<file path="config.mk">
export PLATFORM = sky130hd
export DESIGN_NAME = pcie_us_axis_rc_cpl_parse
export DESIGN_NICKNAME = d
export VERILOG_FILES = /design/src/rtl/pcie_us_axis_rc_cpl_parse.sv
export SDC_FILE = /design/constraint.sdc
export NUM_CORES = 2
export LEC_CHECK = 0
export CORE_MARGIN = 4
export CORE_UTILIZATION = 40
export DETAILED_ROUTE_END_ITERATION = 16
export MAX_ROUTING_LAYER = met4
export PLACE_DENSITY = 0.67
export SETUP_SLACK_MARGIN = 0.3
export SLEW_MARGIN = 20
export SYNTH_ARGS = -nofsm -noshare
export SYNTH_HDL_FRONTEND = slang
export SYNTH_SLANG_ARGS = --single-unit
</file>
<file path="constraint.sdc">
create_clock -name clk -period 1.6 [get_ports clk]
set_input_delay 0.48 -clock clk [delete_from_list [all_inputs] [get_ports clk]]
set_output_delay 0.48 -clock clk [all_outputs]
set_load 0.02 [all_outputs]
</file>
<file path="src/rtl/pcie_us_axis_rc_cpl_parse.sv">
// Splits UltraScale RC completion frames into a registered header interface and a payload
// stream realigned so payload dword 0 sits in tdata[31:0]; payload goes through a 2-entry skid.
module pcie_us_axis_rc_cpl_parse #(
    parameter int AXIS_PCIE_DATA_WIDTH    = 256,
    parameter int AXIS_PCIE_KEEP_WIDTH    = AXIS_PCIE_DATA_WIDTH / 32,
    parameter int AXIS_PCIE_RC_USER_WIDTH = AXIS_PCIE_DATA_WIDTH < 512 ? 75 : 161
) (
    input  logic                               clk,
    input  logic                               rst,

    input  logic [AXIS_PCIE_DATA_WIDTH-1:0]    s_axis_rc_tdata,
    input  logic [AXIS_PCIE_KEEP_WIDTH-1:0]    s_axis_rc_tkeep,
    input  logic                               s_axis_rc_tvalid,
    output logic                               s_axis_rc_tready,
    input  logic                               s_axis_rc_tlast,
    input  logic [AXIS_PCIE_RC_USER_WIDTH-1:0] s_axis_rc_tuser,

    output logic                               m_axis_hdr_valid,
    input  logic                               m_axis_hdr_ready,
    output logic [11:0]                        m_axis_hdr_lower_addr,
    output logic [3:0]                         m_axis_hdr_error_code,
    output logic [12:0]                        m_axis_hdr_byte_count,
    output logic                               m_axis_hdr_request_completed,
    output logic [10:0]                        m_axis_hdr_dword_count,
    output logic [2:0]                         m_axis_hdr_status,
    output logic                               m_axis_hdr_poisoned,
    output logic [15:0]                        m_axis_hdr_requester_id,
    output logic [7:0]                         m_axis_hdr_tag,
    output logic [15:0]                        m_axis_hdr_completer_id,

    output logic [AXIS_PCIE_DATA_WIDTH-1:0]    m_axis_data_tdata,
    output logic [AXIS_PCIE_KEEP_WIDTH-1:0]    m_axis_data_tkeep,
    output logic                               m_axis_data_tvalid,
    input  logic                               m_axis_data_tready,
    output logic                               m_axis_data_tlast,

    output logic                               stat_error
);
    localparam int DW  = AXIS_PCIE_DATA_WIDTH;
    localparam int KW  = AXIS_PCIE_KEEP_WIDTH;
    localparam int RDW = DW - 96;
    localparam int RKW = KW - 3;

    if (!(DW == 128 || DW == 256 || DW == 512)) begin : g_bad_width
        $error("pcie_us_axis_rc_cpl_parse: AXIS_PCIE_DATA_WIDTH must be 128, 256 or 512");
    end
    if (KW * 32 != DW) begin : g_bad_keep
        $error("pcie_us_axis_rc_cpl_parse: AXIS_PCIE_KEEP_WIDTH*32 must equal AXIS_PCIE_DATA_WIDTH");
    end

    typedef enum logic [1:0] {ST_IDLE, ST_BODY, ST_FLUSH} state_t;

    state_t          state_q, state_d;

    logic            room_q, room_d;
    logic            hdr_vld_q, hdr_vld_d;
    logic [87:0]     hdr_q, hdr_d;
    logic            stat_q, stat_d;
    logic [RDW-1:0]  res_dat_q, res_dat_d;
    logic [RKW-1:0]  res_keep_q, res_keep_d;

    logic            out_vld_q, out_vld_d, out_last_q, out_last_d;
    logic [DW-1:0]   out_dat_q, out_dat_d;
    logic [KW-1:0]   out_keep_q, out_keep_d;
    logic            tmp_vld_q, tmp_vld_d, tmp_last_q, tmp_last_d;
    logic [DW-1:0]   tmp_dat_q, tmp_dat_d;
    logic [KW-1:0]   tmp_keep_q, tmp_keep_d;

    logic            in_rdy, in_acc;
    logic            hdr_load, res_load;
    logic            push, push_last;
    logic [DW-1:0]   push_dat;
    logic [KW-1:0]   push_keep;
    logic            body_spill;

    // Header-register stall only gates descriptor beats; FLUSH never takes input.
    assign in_rdy = room_q && ((state_q == ST_BODY) ||
                               (state_q == ST_IDLE && (!hdr_vld_q || m_axis_hdr_ready)));
    assign in_acc = s_axis_rc_tvalid && in_rdy;

    // tkeep is contiguous, so "more than 3 dwords" reduces to tkeep[3].
    assign body_spill = s_axis_rc_tkeep[3];

    always_ff @(posedge clk) begin
        if (rst) begin
            state_q <= ST_IDLE;
        end else begin
            state_q <= state_d;
        end
    end

    always_comb begin
        state_d = state_q;
        case (state_q)
            ST_IDLE: begin
                if (in_acc && !s_axis_rc_tlast) begin
                    state_d = ST_BODY;
                end
            end
            ST_BODY: begin
                if (in_acc && s_axis_rc_tlast) begin
                    state_d = body_spill ? ST_FLUSH : ST_IDLE;
                end
            end
            ST_FLUSH: begin
                if (room_q) begin
                    state_d = ST_IDLE;
                end
            end
            default: state_d = ST_IDLE;
        endcase
    end

    always_comb begin
        hdr_load  = 1'b0;
        res_load  = 1'b0;
        push      = 1'b0;
        push_last = 1'b0;
        push_dat  = '0;
        push_keep = '0;
        case (state_q)
            ST_IDLE: begin
                if (in_acc) begin
                    hdr_load = 1'b1;
                    if (s_axis_rc_tlast) begin
                        push      = body_spill;
                        push_last = 1'b1;
                        push_dat  = {96'b0, s_axis_rc_tdata[DW-1:96]};
                        push_keep = {3'b0, s_axis_rc_tkeep[KW-1:3]};
                    end else begin
                        res_load = 1'b1;
                    end
                end
            end
            ST_BODY: begin
                if (in_acc) begin
                    push      = 1'b1;
                    push_last = s_axis_rc_tlast && !body_spill;
                    push_dat  = {s_axis_rc_tdata[95:0], res_dat_q};
                    push_keep = {s_axis_rc_tkeep[2:0], res_keep_q};
                    res_load  = !s_axis_rc_tlast || body_spill;
                end
            end
            ST_FLUSH: begin
                if (room_q) begin
                    push      = 1'b1;
                    push_last = 1'b1;
                    push_dat  = {96'b0, res_dat_q};
                    push_keep = {3'b0, res_keep_q};
                end
            end
            default: ;
        endcase
    end

    always_comb begin
        hdr_d      = hdr_q;
        hdr_vld_d  = hdr_vld_q;
        res_dat_d  = res_dat_q;
        res_keep_d = res_keep_q;
        stat_d     = 1'b0;
        if (hdr_load) begin
            hdr_d     = s_axis_rc_tdata[87:0];
            hdr_vld_d = 1'b1;
            stat_d    = (|s_axis_rc_tdata[15:12]) || (|s_axis_rc_tdata[45:43]) || s_axis_rc_tdata[46];
        end else if (m_axis_hdr_ready) begin
            hdr_vld_d = 1'b0;
        end
        if (res_load) begin
            res_dat_d  = s_axis_rc_tdata[DW-1:96];
            res_keep_d = s_axis_rc_tkeep[KW-1:3];
        end
    end

    // Skid: room_q promises space for one push next cycle, so input ready stays registered.
    always_comb begin
        room_d     = m_axis_data_tready || (!tmp_vld_q && (!out_vld_q || !push));
        out_vld_d  = out_vld_q;
        out_last_d = out_last_q;
        out_dat_d  = out_dat_q;
        out_keep_d = out_keep_q;
        tmp_vld_d  = tmp_vld_q;
        tmp_last_d = tmp_last_q;
        tmp_dat_d  = tmp_dat_q;
        tmp_keep_d = tmp_keep_q;
        if (room_q) begin
            if (m_axis_data_tready || !out_vld_q) begin
                out_vld_d  = push;
                out_last_d = push_last;
                out_dat_d  = push_dat;
                out_keep_d = push_keep;
            end else begin
                tmp_vld_d  = push;
                tmp_last_d = push_last;
                tmp_dat_d  = push_dat;
                tmp_keep_d = push_keep;
            end
        end else if (m_axis_data_tready) begin
            out_vld_d  = tmp_vld_q;
            out_last_d = tmp_last_q;
            out_dat_d  = tmp_dat_q;
            out_keep_d = tmp_keep_q;
            tmp_vld_d  = 1'b0;
        end
    end

    always_ff @(posedge clk) begin
        if (rst) begin
            room_q     <= 1'b0;
            hdr_vld_q  <= 1'b0;
            hdr_q      <= '0;
            stat_q     <= 1'b0;
            res_dat_q  <= '0;
            res_keep_q <= '0;
            out_vld_q  <= 1'b0;
            out_last_q <= 1'b0;
            out_dat_q  <= '0;
            out_keep_q <= '0;
            tmp_vld_q  <= 1'b0;
            tmp_last_q <= 1'b0;
            tmp_dat_q  <= '0;
            tmp_keep_q <= '0;
        end else begin
            room_q     <= room_d;
            hdr_vld_q  <= hdr_vld_d;
            hdr_q      <= hdr_d;
            stat_q     <= stat_d;
            res_dat_q  <= res_dat_d;
            res_keep_q <= res_keep_d;
            out_vld_q  <= out_vld_d;
            out_last_q <= out_last_d;
            out_dat_q  <= out_dat_d;
            out_keep_q <= out_keep_d;
            tmp_vld_q  <= tmp_vld_d;
            tmp_last_q <= tmp_last_d;
            tmp_dat_q  <= tmp_dat_d;
            tmp_keep_q <= tmp_keep_d;
        end
    end

    assign s_axis_rc_tready             = in_rdy;

    assign m_axis_hdr_valid             = hdr_vld_q;
    assign m_axis_hdr_lower_addr        = hdr_q[11:0];
    assign m_axis_hdr_error_code        = hdr_q[15:12];
    assign m_axis_hdr_byte_count        = hdr_q[28:16];
    assign m_axis_hdr_request_completed = hdr_q[30];
    assign m_axis_hdr_dword_count       = hdr_q[42:32];
    assign m_axis_hdr_status            = hdr_q[45:43];
    assign m_axis_hdr_poisoned          = hdr_q[46];
    assign m_axis_hdr_requester_id      = hdr_q[63:48];
    assign m_axis_hdr_tag               = hdr_q[71:64];
    assign m_axis_hdr_completer_id      = hdr_q[87:72];

    assign m_axis_data_tdata            = out_dat_q;
    assign m_axis_data_tkeep            = out_keep_q;
    assign m_axis_data_tvalid           = out_vld_q;
    assign m_axis_data_tlast            = out_last_q;

    assign stat_error                   = stat_q;

    logic unused_ok;
    assign unused_ok = ^{s_axis_rc_tuser, hdr_q[29], hdr_q[31], hdr_q[47]};

endmodule
</file>
### Word level (Yosys, flattened, before mapping)

Index checks and enable logic that the tools add are counted.

* register bits after elaboration: 790
* bits in latches: 0
* memory bits (writable): 0
* memory bits (read-only): 0
* input bits: 345
* output and inout bits: 354
* logic and storage cells: 99
* memories kept: 0

* add/sub/neg operators: 0
* $mul: 0
* div/mod/pow operators: 0
* magnitude comparators: 0
* equal/unequal tests: 7
* shifts and indexed selects: 0
* mux-type cells: 44
* bitwise gates (word level): 2
* reduce and logical (&&, ||, !) cells: 31

Operator list (count)
* 2-to-1 mux 256 bit: 4
* case mux 256 bit (3 select lines): 1
* 2-to-1 mux 160 bit: 2
* 2-to-1 mux 8 bit: 4
* case mux 8 bit (3 select lines): 1
* 2-to-1 mux 1 bit: 22
* 2-to-1 mux 5 bit: 2
* logical OR 1 bit: 8
* 2-to-1 mux 2 bit: 4
* logical AND 1 bit: 7
* zero test 1 bit: 6
* != test 2 x 1 -> 1 bit (second input constant): 3
* case mux 1 bit (3 select lines): 2
* case mux 2 bit (3 select lines): 1
* AND reduction 2 bit: 3
* != test 2 bit (second input constant): 2
* nonzero test 2 bit: 2
* OR reduction 4 bit: 1
* AND reduction 3 bit: 1
* OR reduction 3 bit: 1
* equality test 2 x 1 -> 1 bit (second input constant): 1
* equality test 2 bit (second input constant): 1
* zero test 2 bit: 1
* NOT 1 bit: 2
* 2 further kinds: 2

### Longest topological paths before layout

* depth in word-level cells: 12
* depth in mapped cells: 7

### Worst setup path before layout

OpenSTA, ideal clock, no wires.

* path kind: register -> output
* from: register room_q
* to: output port s_axis_rc_tready
* data arrival time: 1.474 ns
* required time: 1.120 ns
* setup slack: -0.354 ns
* cell stages (with the launch flop): 7
* path buffers: 4
* path through: dfxtp_1 > buf_4 > buf_4 > inv_1 > buf_2 > clkbuf_1 > nor3_1

* cells in the longest elaborated chain, start to end: 1

RTL lines
* from (decl): line 55 `logic room_q, room_d;`
* from (signal assigned): line 224 `room_q <= room_d;`
* logical AND 1 bit: line 77 `assign in_rdy = room_q && ((state_q == ST_BODY) ||`
* to (decl): line 14 `output logic s_axis_rc_tready,`

No other way between the ends.

### Worst setup path after layout

* from: register state_q[0]
* to: register res_dat_q[123]

* cells in the longest elaborated chain, start to end: 7
* elaborated cells on any way between the ends: 9

RTL lines
* from (decl): line 53 `state_t state_q, state_d;`
* from (signal assigned): line 88 `state_q <= state_d;`
* zero test 2 bit: line 78, 121
* logical AND 1 bit: line 78 `(state_q == ST_IDLE && (!hdr_vld_q || m_axis_hdr_ready)));`
* logical OR 1 bit: line 77
* logical AND 1 bit: line 77
* logical AND 1 bit: line 79 `assign in_acc = s_axis_rc_tvalid && in_rdy;`
* 2-to-1 mux 1 bit, on equally long branches: line 136, 123
* case mux 1 bit (2 select lines) *: line 121 `case (state_q)`
* to (signal assigned): line 228 `res_dat_q <= res_dat_d;`
* to (decl): line 59 `logic [RDW-1:0] res_dat_q, res_dat_d;`

Mark *: on every way between the ends. The rest lies on a longest branch, timed or not.
A chain may end at the register's enable or synchronous reset.

==> out/metrics.csv <==
metric;value;unit
synth_area_leaders;dfxtp_1 47%, a31oi_1 6.1%, mux2i_1 4.9%;
cp_common_cell;buf_12;
overflow;0;
relSlewSlack;61.5;%
period_minus_slack;1.92;ns
yosysTopAreaCell;dfxtp_1;
start_kind;flop;
grt_max_degree;94;
status;finished with violations;
h-tree-depth;3;
crit_family;buffers and inverters;
first_global_vias;31900;
p_comb_share;15.8;%
max_slew.worst_pin.slew;0.572;ns
synth-seq-cells;787;
dieArea;89200;sq um
holdBufCountCts;0;
synth-edff-count;0;
synthCells;3831;
drive_above_1_share;32.2;%
nets;4816;
postPlaceCellArea;43300;sq um
die_h;299;microns
fin_cells;5681;
fmax;0.521;GHz
drt_iter0_markers;3382;
hold_viol_final;0;
slowest_stage;dfxtp_4;
ys_seq_area_share;46.6;%
worst-path-max-fanout;8;
end_kind;flop;
clkTransAtPathRegs;0.07;ns
path_buf_inv;6;
synth_top_area_share;46.6;%
cpPeakStageDelay;0.38;ns
min_path_type;input pin to flop;
yosys_warnings;0;
yosysMostFrequentCell;dfxtp_1;
drv_slew;0;
p_leak;17.9;nW
crit_chain;buf_4 -> buf_8 -> nand3b_4 -> a211oi_4 -> buf_12 -> buf_16 -> buf_12 -> clkbuf_16 -> mux2i_1;
drc;0;
grt_pass1_wl;193000;microns
crit_type;flop to flop;
cts_tree;done;
antenna_found_initial;10;
syn-num-nets;4176;
dp_cells;5390;
worstPathRequired;2.17;ns
drv_cap;0;
synth.distinct_cells;46;
cts-root-buf;clkbuf_16;
cts.sinks;787;
port_buffers;623;
fin_area;49700;sq um
grt_usage;27.7;%
p_sw_share;27.0;%
clockBufferDepth;3;
p_per_area;985;nW/um^2
die_w;299;microns
skew;0.0350;ns
switching_power;13.2;mW
power_frac_clock;41.3;%
pwr-share-seq;42.9;%
vias;34800;
core_area;83700;sq um
postRouteAntennaNets;0;
clk_latency;0.65;ns
gp_congestion;0.889;
ys_top_cells_by_count;787 x dfxtp_1, 433 x nand2_1, 330 x a31oi_1, 330 x o21ai_0, 292 x clkbuf_1;
synth.avg_cell_area;8.82;sq um
violations;setup timing;
arrival;2.48;ns
area_delta_synth_final;47.2;%
dp_hpwl;83900;microns
drt_first_pass_iters;8;
ioPinCount;699;
synth_area;33800;sq um
initial_core_util;40.4;%
setup_ws;-0.318;ns
ys_async_sr_fraction;0;%
rsz0062_at_grt;yes;
cts_made_buffers;85;
fin_crit_sh;120;%
p_int;35.8;mW
vdd_drop_max;0.000825;V
wl_per_cell;23.8;microns
routed_wl;135000;microns
core.rowCount;106;
finalSetupViolCount;859;
viasPerCell;6.12;
synthFlopType;dfxtp_1;
worst reg2reg max path, stage by stage, from the launching register on:
cell and delay, ns:
dfxtp_4 0.38, buf_4 0.12, buf_8 0.12, nand3b_4 0.09
a211oi_4 0.28, buf_12 0.17, buf_16 0.16, buf_12 0.16
clkbuf_16 0.17, mux2i_1 0.20
state kept, by name, summed over array words and instances (netlist names), 2 cells and up:
register and cells:
tmp_dat_q 256, res_keep_q 5, res_dat_q 160, m_axis_data_tkeep 8, tmp_keep_q 8, hdr_q 85
state_q 2, m_axis_data_tdata 256
final timing paths:
| kind | from | end | slack (ns) | cells past startpoint |
|---|---|---|---|---|
| max | state_q[0] | res_dat_q[123] | -0.32 | 9 |
| min | rst | m_axis_data_tvalid | 0.22 | 3 |
| max reg2reg | state_q[0] | res_dat_q[123] | -0.32 | 9 |
| min reg2reg | res_dat_q[66] | res_dat_q[66] | 0.45 | 2 |
metal layers:
| layer | wire length, microns | vias up | global-route usage, % | part of all wire, % |
|---|---|---|---|---|
| met2 | 63300 | 1695 | 43.9 | 47 |
| met1 | 56100 | 16900 | 35.6 | 41 |
| met4 | 5510 | 0 | 10.3 | 4.1 |
| met3 | 10500 | 302 | 4.64 | 7.7 |
| met5 | 0 | - | - | 0 |
| li1 | - | 15900 | - | - |
metrics by stage:
stage	setup WS, ns	hold WS [ns]	util, %	total power, mW	setup TNS [ns]
6_report	-0.318	0.224	59.4	49.0	-127.94
5_1_grt	-0.365	0.218	59.4	50.4	-183.23
4_1_cts	-0.343	0.185	57.2	48.5	-107.36
3_5_place_dp	-0.703	0.444	51.8	28.0	-467.61
3_3_place_gp	-0.668	0.438	51.8	28.0	-448.53
2_1_floorplan	0.0114	0.431	-	24.3	0
layout make-up:
type | count | area [sq um]
Timing Repair Buffer | 1043 | 13100
Fill cell | 6971 | 33900
Clock buffer | 125 | 2430
Sequential cell | 787 | 16200
Multi-Input combinational cell | 2552 | 16100
Antenna cell | 10 | 25.0
Clock inverter | 28 | 424
Tap cell | 1134 | 1420
Inverter | 2 | 17.5
power groups by stage:
| stage | logic [mW] | registers, mW | clock network [mW] |
|---|---|---|---|
| after floorplan | 2.65 | 21.7 | 0 |
| after global placement | 6.76 | 21.2 | 0 |
| after detailed placement | 6.79 | 21.2 | 0 |
| after CTS | 7.13 | 21.0 | 20.4 |
| after global routing | 8.13 | 21.0 | 21.3 |
| final | 7.75 | 21.0 | 20.2 |
layout by cell type, fill, tap and decap left out, types with 3 or more instances in the layout:
master           instances
clkbuf_8                13
mux2i_2                  3
buf_6                  359
a22oi_1                 94
a22oi_2                  5
mux2i_1                162
dfxtp_2                320
o21ai_1                 77
buf_16                  20
a21oi_1                283
a31oi_1                330
nand2_1                432
o21ai_2                 10
o31ai_1                181
bufinv_16                6
diode_2                 10
nand3_1                102
o311ai_1                20
o311ai_0               145
clkinvlp_4               4
dfxtp_1                444
clkbuf_1                26
buf_4                  181
buf_12                 148
nand4_1                249
o21ai_0                244
clkdlybuf4s50_1        267
or3b_2                 165
a21oi_2                  4
bufbuf_16                3
buf_8                   20
nor2b_1                  4
dfxtp_4                 23
clkbuf_16              131
clkinv_16                3
clkinv_2                10
cells by family after synthesis:
logic type	synth area share, %
AO/OA/AOI/OAI	26.1
buffers and inverters	6.52
flip-flops	46.6
multiplexers	4.89
AND/OR/NAND/NOR	15.9
repair_timing:
item	CTS	global route
pin swaps	25	105
gates cloned	10	47
setup endpoints to repair	1140	1141
buffers inserted	46	25
gates resized for setup	2479	178
Power figures use the tool's default switching activity.
